File: config.mk
export PLATFORM = sky130hd
export DESIGN_NAME = io_byte_responder
export DESIGN_NICKNAME = d
export VERILOG_FILES = /design/src/rtl/io_byte_responder.sv
export SDC_FILE = /design/constraint.sdc
export NUM_CORES = 1
export LEC_CHECK = 0
export ABC_AREA = 1
export BUFFER_PORTS_ARGS = -buffer_cell sky130_fd_sc_hd__buf_4
export CORE_ASPECT_RATIO = 0.6
export CORE_MARGIN = 8
export CORE_UTILIZATION = 50
export CTS_CLUSTER_DIAMETER = 50
export DETAILED_ROUTE_END_ITERATION = 10
export PLACE_DENSITY = 0.68
export SLEW_MARGIN = 30
export SYNTH_ARGS = -nofsm -noshare
export SYNTH_HDL_FRONTEND = slang
export SYNTH_SLANG_ARGS = --single-unit
File: constraint.sdc
create_clock -name clk -period 3.17 [get_ports clk]
set_input_delay 0 -clock clk [delete_from_list [all_inputs] [get_ports clk]]
set_output_delay 0 -clock clk [all_outputs]
set_load 0.05 [all_outputs]
File: src/rtl/io_byte_responder.sv
// Avalon-MM IO responder that splits dword-aligned IO accesses into single-byte
// accesses on an 8-bit legacy device bus. Writes are posted; reads are reassembled.
module io_byte_responder #(
    parameter int ADDR_W     = 4,
    parameter int DEV_RD_LAT = 1
) (
    input  logic              clk,
    input  logic              rst,
    input  logic [ADDR_W-1:0] avs_address,
    input  logic [3:0]        avs_byteenable,
    input  logic              avs_read,
    input  logic              avs_write,
    input  logic [31:0]       avs_writedata,
    output logic              avs_waitrequest,
    output logic [31:0]       avs_readdata,
    output logic              avs_readdatavalid,
    output logic [ADDR_W+1:0] dev_address,
    output logic              dev_read,
    output logic              dev_write,
    output logic [7:0]        dev_writedata,
    input  logic [7:0]        dev_readdata
);

    typedef enum logic [2:0] {
        IDLE,
        WR_BYTE,
        RD_ISSUE,
        RD_WAIT,
        RD_RESP
    } state_t;

    localparam logic [1:0] WAIT_INIT = 2'(DEV_RD_LAT - 1);

    state_t            r_state;
    state_t            w_nextState;
    logic [ADDR_W-1:0] r_dword;
    logic [31:0]       r_wdata;
    logic [31:0]       r_asm;
    logic [3:0]        r_pend;
    logic [1:0]        r_lane;
    logic [1:0]        r_waitCnt;
    logic              r_devRead;
    logic              r_devWrite;
    logic [ADDR_W+1:0] r_devAddr;
    logic [7:0]        r_devWdata;
    logic              r_rdValid;
    logic [31:0]       r_readdata;

    logic              w_issueWr;
    logic              w_issueRd;
    logic              w_sample;
    logic [3:0]        w_srcMask;
    logic [1:0]        w_issueLane;
    logic [ADDR_W-1:0] w_dword;
    logic [31:0]       w_wdata;
    logic [31:0]       w_asmSampled;

    function automatic logic [1:0] lowLane(input logic [3:0] mask);
        if (mask[0]) return 2'd0;
        else if (mask[1]) return 2'd1;
        else if (mask[2]) return 2'd2;
        else return 2'd3;
    endfunction

    // w_srcMask is the set of lanes still to visit; the lowest one is strobed next.
    always_comb begin
        w_nextState = r_state;
        w_issueWr   = 1'b0;
        w_issueRd   = 1'b0;
        w_sample    = 1'b0;
        w_srcMask   = r_pend;
        case (r_state)
            IDLE: begin
                w_srcMask = avs_byteenable;
                if (avs_write) begin
                    w_nextState = WR_BYTE;
                    w_issueWr   = |avs_byteenable;
                end else if (avs_read) begin
                    w_nextState = (|avs_byteenable) ? RD_ISSUE : RD_RESP;
                    w_issueRd   = |avs_byteenable;
                end
            end
            WR_BYTE: begin
                w_issueWr = |r_pend;
                if (~|r_pend) w_nextState = IDLE;
            end
            RD_ISSUE: w_nextState = RD_WAIT;
            RD_WAIT: begin
                if (r_waitCnt == 2'd0) begin
                    w_sample    = 1'b1;
                    w_issueRd   = |r_pend;
                    w_nextState = (|r_pend) ? RD_ISSUE : RD_RESP;
                end
            end
            RD_RESP: w_nextState = IDLE;
            default: w_nextState = IDLE;
        endcase
    end

    assign w_issueLane = lowLane(w_srcMask);
    assign w_dword     = (r_state == IDLE) ? avs_address : r_dword;
    assign w_wdata     = (r_state == IDLE) ? avs_writedata : r_wdata;

    always_comb begin
        w_asmSampled = r_asm;
        w_asmSampled[{r_lane, 3'b000} +: 8] = dev_readdata;
    end

    always_ff @(posedge clk) begin
        if (rst) r_state <= IDLE;
        else     r_state <= w_nextState;
    end

    always_ff @(posedge clk) begin
        if (rst) begin
            r_dword    <= '0;
            r_wdata    <= '0;
            r_asm      <= '1;
            r_pend     <= '0;
            r_lane     <= '0;
            r_waitCnt  <= '0;
            r_devRead  <= 1'b0;
            r_devWrite <= 1'b0;
            r_devAddr  <= '0;
            r_devWdata <= '0;
            r_rdValid  <= 1'b0;
            r_readdata <= '1;
        end else begin
            r_devRead  <= w_issueRd;
            r_devWrite <= w_issueWr;
            r_rdValid  <= (w_nextState == RD_RESP);

            if (r_state == IDLE && (avs_read || avs_write)) begin
                r_dword <= avs_address;
                r_wdata <= avs_writedata;
                r_asm   <= '1;
            end

            if (w_issueRd || w_issueWr) begin
                r_lane     <= w_issueLane;
                r_pend     <= w_srcMask & (w_srcMask - 4'd1);
                r_devAddr  <= {w_dword, w_issueLane};
                r_devWdata <= w_wdata[{w_issueLane, 3'b000} +: 8];
            end else if (r_state == IDLE) begin
                r_pend <= '0;
            end

            if (r_state == RD_ISSUE) r_waitCnt <= WAIT_INIT;
            else if (r_state == RD_WAIT && r_waitCnt != 2'd0) r_waitCnt <= r_waitCnt - 2'd1;

            if (w_sample) r_asm <= w_asmSampled;

            // Response data is captured on entry to RD_RESP and then held until the next read.
            if (w_nextState == RD_RESP)
                r_readdata <= (r_state == IDLE) ? 32'hFFFF_FFFF : w_asmSampled;
        end
    end

    assign avs_waitrequest   = rst || (r_state != IDLE);
    assign avs_readdata      = r_readdata;
    assign avs_readdatavalid = r_rdValid;
    assign dev_address       = r_devAddr;
    assign dev_read          = r_devRead;
    assign dev_write         = r_devWrite;
    assign dev_writedata     = r_devWdata;

endmodule

==> impl_metrics.ini <==
[outcome]
status = complete, no violations

[sta]
finClkSkew_ns = 0.007131
tns_ns = 0
finalSetupViolCount = 0
relSlewSlack = 0.5010
worst_slew_pin_slew_ns = 0.7475
hold_viol_final = 0
rsz0062_at_grt = false
fin_crit_sh = 0.7934
max_freq_ghz = 0.3976
period_needed_ns = 2.515
drv_slew = 0

[routing]
routed.top_layer = met4
wl_met1_um = 8066
route.met2.wl_um = 7236
ant_nets = 0
vias_per_cell = 5.261
vias = 5898
wl_met3_um = 1382
drtIter0Drc = 550
drt_pre_antenna_iters = 5
drc = 0
wl_per_cell_um = 15.00
drt_wl_total_um = 16820

[critical_path]
rrSetupSlack_ns = 0.65
path_max_fanout = 51
critPathArrivalTime_ns = 2.85
required_ns = 3.50
worstReg2RegStart = r_state[2]
critical_path_class = flop to flop
worstSetupEndpointType = flop
cp-start-kind = flop
reg2reg_depth = 10
reg2reg_to = r_pend[1]

[pwr]
comb_power_share = 0.249
clkPwrFrac = 0.403
switchingPower_w = 0.001683
peakVddDrop_mv = 0.4476
power_density_nw_per_um2 = 670.1
p_seq_frac = 0.348
switching_share = 0.3306
p_leak_nw = 3.543
internal-power_w = 0.003407

[clock_network]
clkLatencyLatePin_ns = 0.41
cts_setup_buffers = 0
cts.path.max_buffers = 2
clock_sinks = 125
clk_pin_slew_ns = 0.06
cts_tree = built
root_buffer = clkbuf_16
cts_buffers = 17
htreeDepth = 4

[synth]
yosys.area_share.xor_xnor = 0
yosysSeqAreaShare = 0.4278
ys_types = 31
synth_area_per_cell_um2 = 7.022
synthMuxAreaShare = 0
ys.flop_type = dfxtp_1
synth_edf_count = 0
synth_top_family_by_area = simple AND/OR/NAND/NOR gates
synthArstFlopShare = 0
synth_compound_area_frac = 0.1683
syn-num-nets = 891
netlist_instances = 833
synth_area_um2 = 5849
synthAdderAreaFrac = 0.01283
ys_warn_count = 0
ys_ff_latch = 125
synthSimpleGateAreaFrac = 0.2916

[die]
core_area_um2 = 11340
dieArea_um2 = 15530
rows = 30
initial_core_util = 0.5160
io_pins = 102
die-width_um = 155.6
die_y_um = 99.78

[global_route]
antenna_found_initial = 0
first_global_vias = 5592
overflow = 0
grt_start_max_net_pins = 72
track_usage = 0.2193
grt_pass1_wl_um = 27830

[cells_and_area]
finalNetCount = 1007
seq_area_um2 = 2502
multi_input_area_um2 = 2765
fin_cells = 1121
antenna_cells = 0
drive_gt1_frac = 0.1811
fillCellCount = 1028
synthToLayoutAreaGrowth_pct = 29.86

[placement]
dpl.cell_count = 1050
io_buffers = 101
dp_hpwl_um = 11310
place_congestion = 0.8673

[hold_path]
worstHoldStart = avs_read
hold_depth = 5
hp-class = primary input to flop
hold_end = dev_read

[run]
drv_cap = 0
## kinds of logic after synthesis
group | Yosys count
buf+inv | 128
fa+ha+maj | 6
flops | 125
simple gates | 391
compound gates | 183
## layout by cell type, fill, tap and decap left out, drive strengths merged, types with 17 or more instances in the layout
| cell | n |
|---|---|
| nand2 | 229 |
| nand3 | 66 |
| clkbuf | 17 |
| o22ai | 32 |
| dfxtp | 125 |
| o21ai | 102 |
| nor2 | 86 |
| buf | 106 |
| dlygate4sd3 | 40 |
| a21oi | 41 |
| inv | 79 |
## power by group through the flow
stage	clock network, W	registers [W]	logic, W
floorplan	0	0.00197	0.000723
global placement	0	0.00180	0.00119
detailed placement	0	0.00180	0.00120
CTS	0.00208	0.00177	0.00125
global route	0.00214	0.00179	0.00139
finish	0.00205	0.00177	0.00127
## critical path: stages, from the launching register on
cell           delay (ns)
dfxtp_1              0.35
nor2_4               0.18
nand2_4              0.37
nor2_2               0.22
nand2_1              0.09
nand2_2              0.10
inv_2                0.06
nand2_4              0.24
nand4_1              0.12
dlygate4sd3_1        0.58
a21oi_1              0.14
## sequential cells by signal (all words and copies together), names as in the netlist, 2 cells and up
signal / flops
dev_address: 5
r_wdata: 32
r_waitCnt: 2
r_asm: 32
r_pend: 3
avs_readdata: 32
r_dword: 4
dev_writedata: 8
r_state: 3
## cell usage after synthesis (8+ instances only)
cell type,n,area [um^2]
nand3_1,62,310.3
o22ai_1,32,200.2
dfxtp_1,125,2502
nor2_1,81,304.0
inv_2,8,30.03
buf_4,8,60.06
inv_1,68,255.2
a21oi_1,40,200.2
o21ai_1,36,180.2
buf_2,13,65.06
nand2_1,214,803.3
o21ai_0,65,325.3
nand2_4,9,101.4
clkbuf_1,20,75.07
## area by class of cell
| type | count | share of cell area |
|---|---|---|
| Multi-Input combinational cell | 580 | 0.3640 |
| Clock inverter | 14 | 0.02570 |
| Tap cell | 160 | 0.02635 |
| Sequential cell | 125 | 0.3294 |
| Clock buffer | 17 | 0.05600 |
| Timing Repair Buffer | 146 | 0.1591 |
| Inverter | 79 | 0.03937 |
## worst max path at each step
stage	start	end	slack, ns	cells past startpoint
floorplan	r_lane[0]	avs_readdata[24]	1.16	9
global route	r_waitCnt[0]	avs_readdata[0]	0.45	9
finish	r_state[2]	r_pend[1]	0.65	10
CTS	r_state[2]	r_pend[1]	0.65	10
detailed placement	r_waitCnt[0]	avs_readdata[5]	0.74	9
global placement	r_state[2]	dev_writedata[1]	0.80	11
## repair_timing
action                                  CTS  global route
endpoints found under the setup margin    0             0
gates resized for setup                   0             0
hold buffers                             40             0
endpoints found under the hold margin    48             0
## metrics by stage
| step | area [um^2] | setup slack (ns) | utilization | total power (W) | hold slack [ns] |
|---|---|---|---|---|---|
| final | 7596 | 0.6549 | 0.6701 | 0.005090 | 0.04586 |
| after global placement | 6575 | 0.8007 | 0.5800 | 0.002987 | 0.2344 |
| after global routing | 7596 | 0.4456 | 0.6701 | 0.005314 | 0.07073 |
| after detailed placement | 6575 | 0.7408 | 0.5800 | 0.003007 | 0.2434 |
| after floorplan | 5849 | 1.158 | - | 0.002697 | 0.1349 |
| after CTS | 7596 | 0.6533 | 0.6701 | 0.005101 | 0.03328 |
## layer usage
metal  up-vias  global-route usage
met2       213              0.3276
li1       2949                   -
met3        14             0.05963
met5         -                   0
met4         0             0.05415
met1      2722              0.3063
Note: power is estimated with default switching activity, not from simulation.
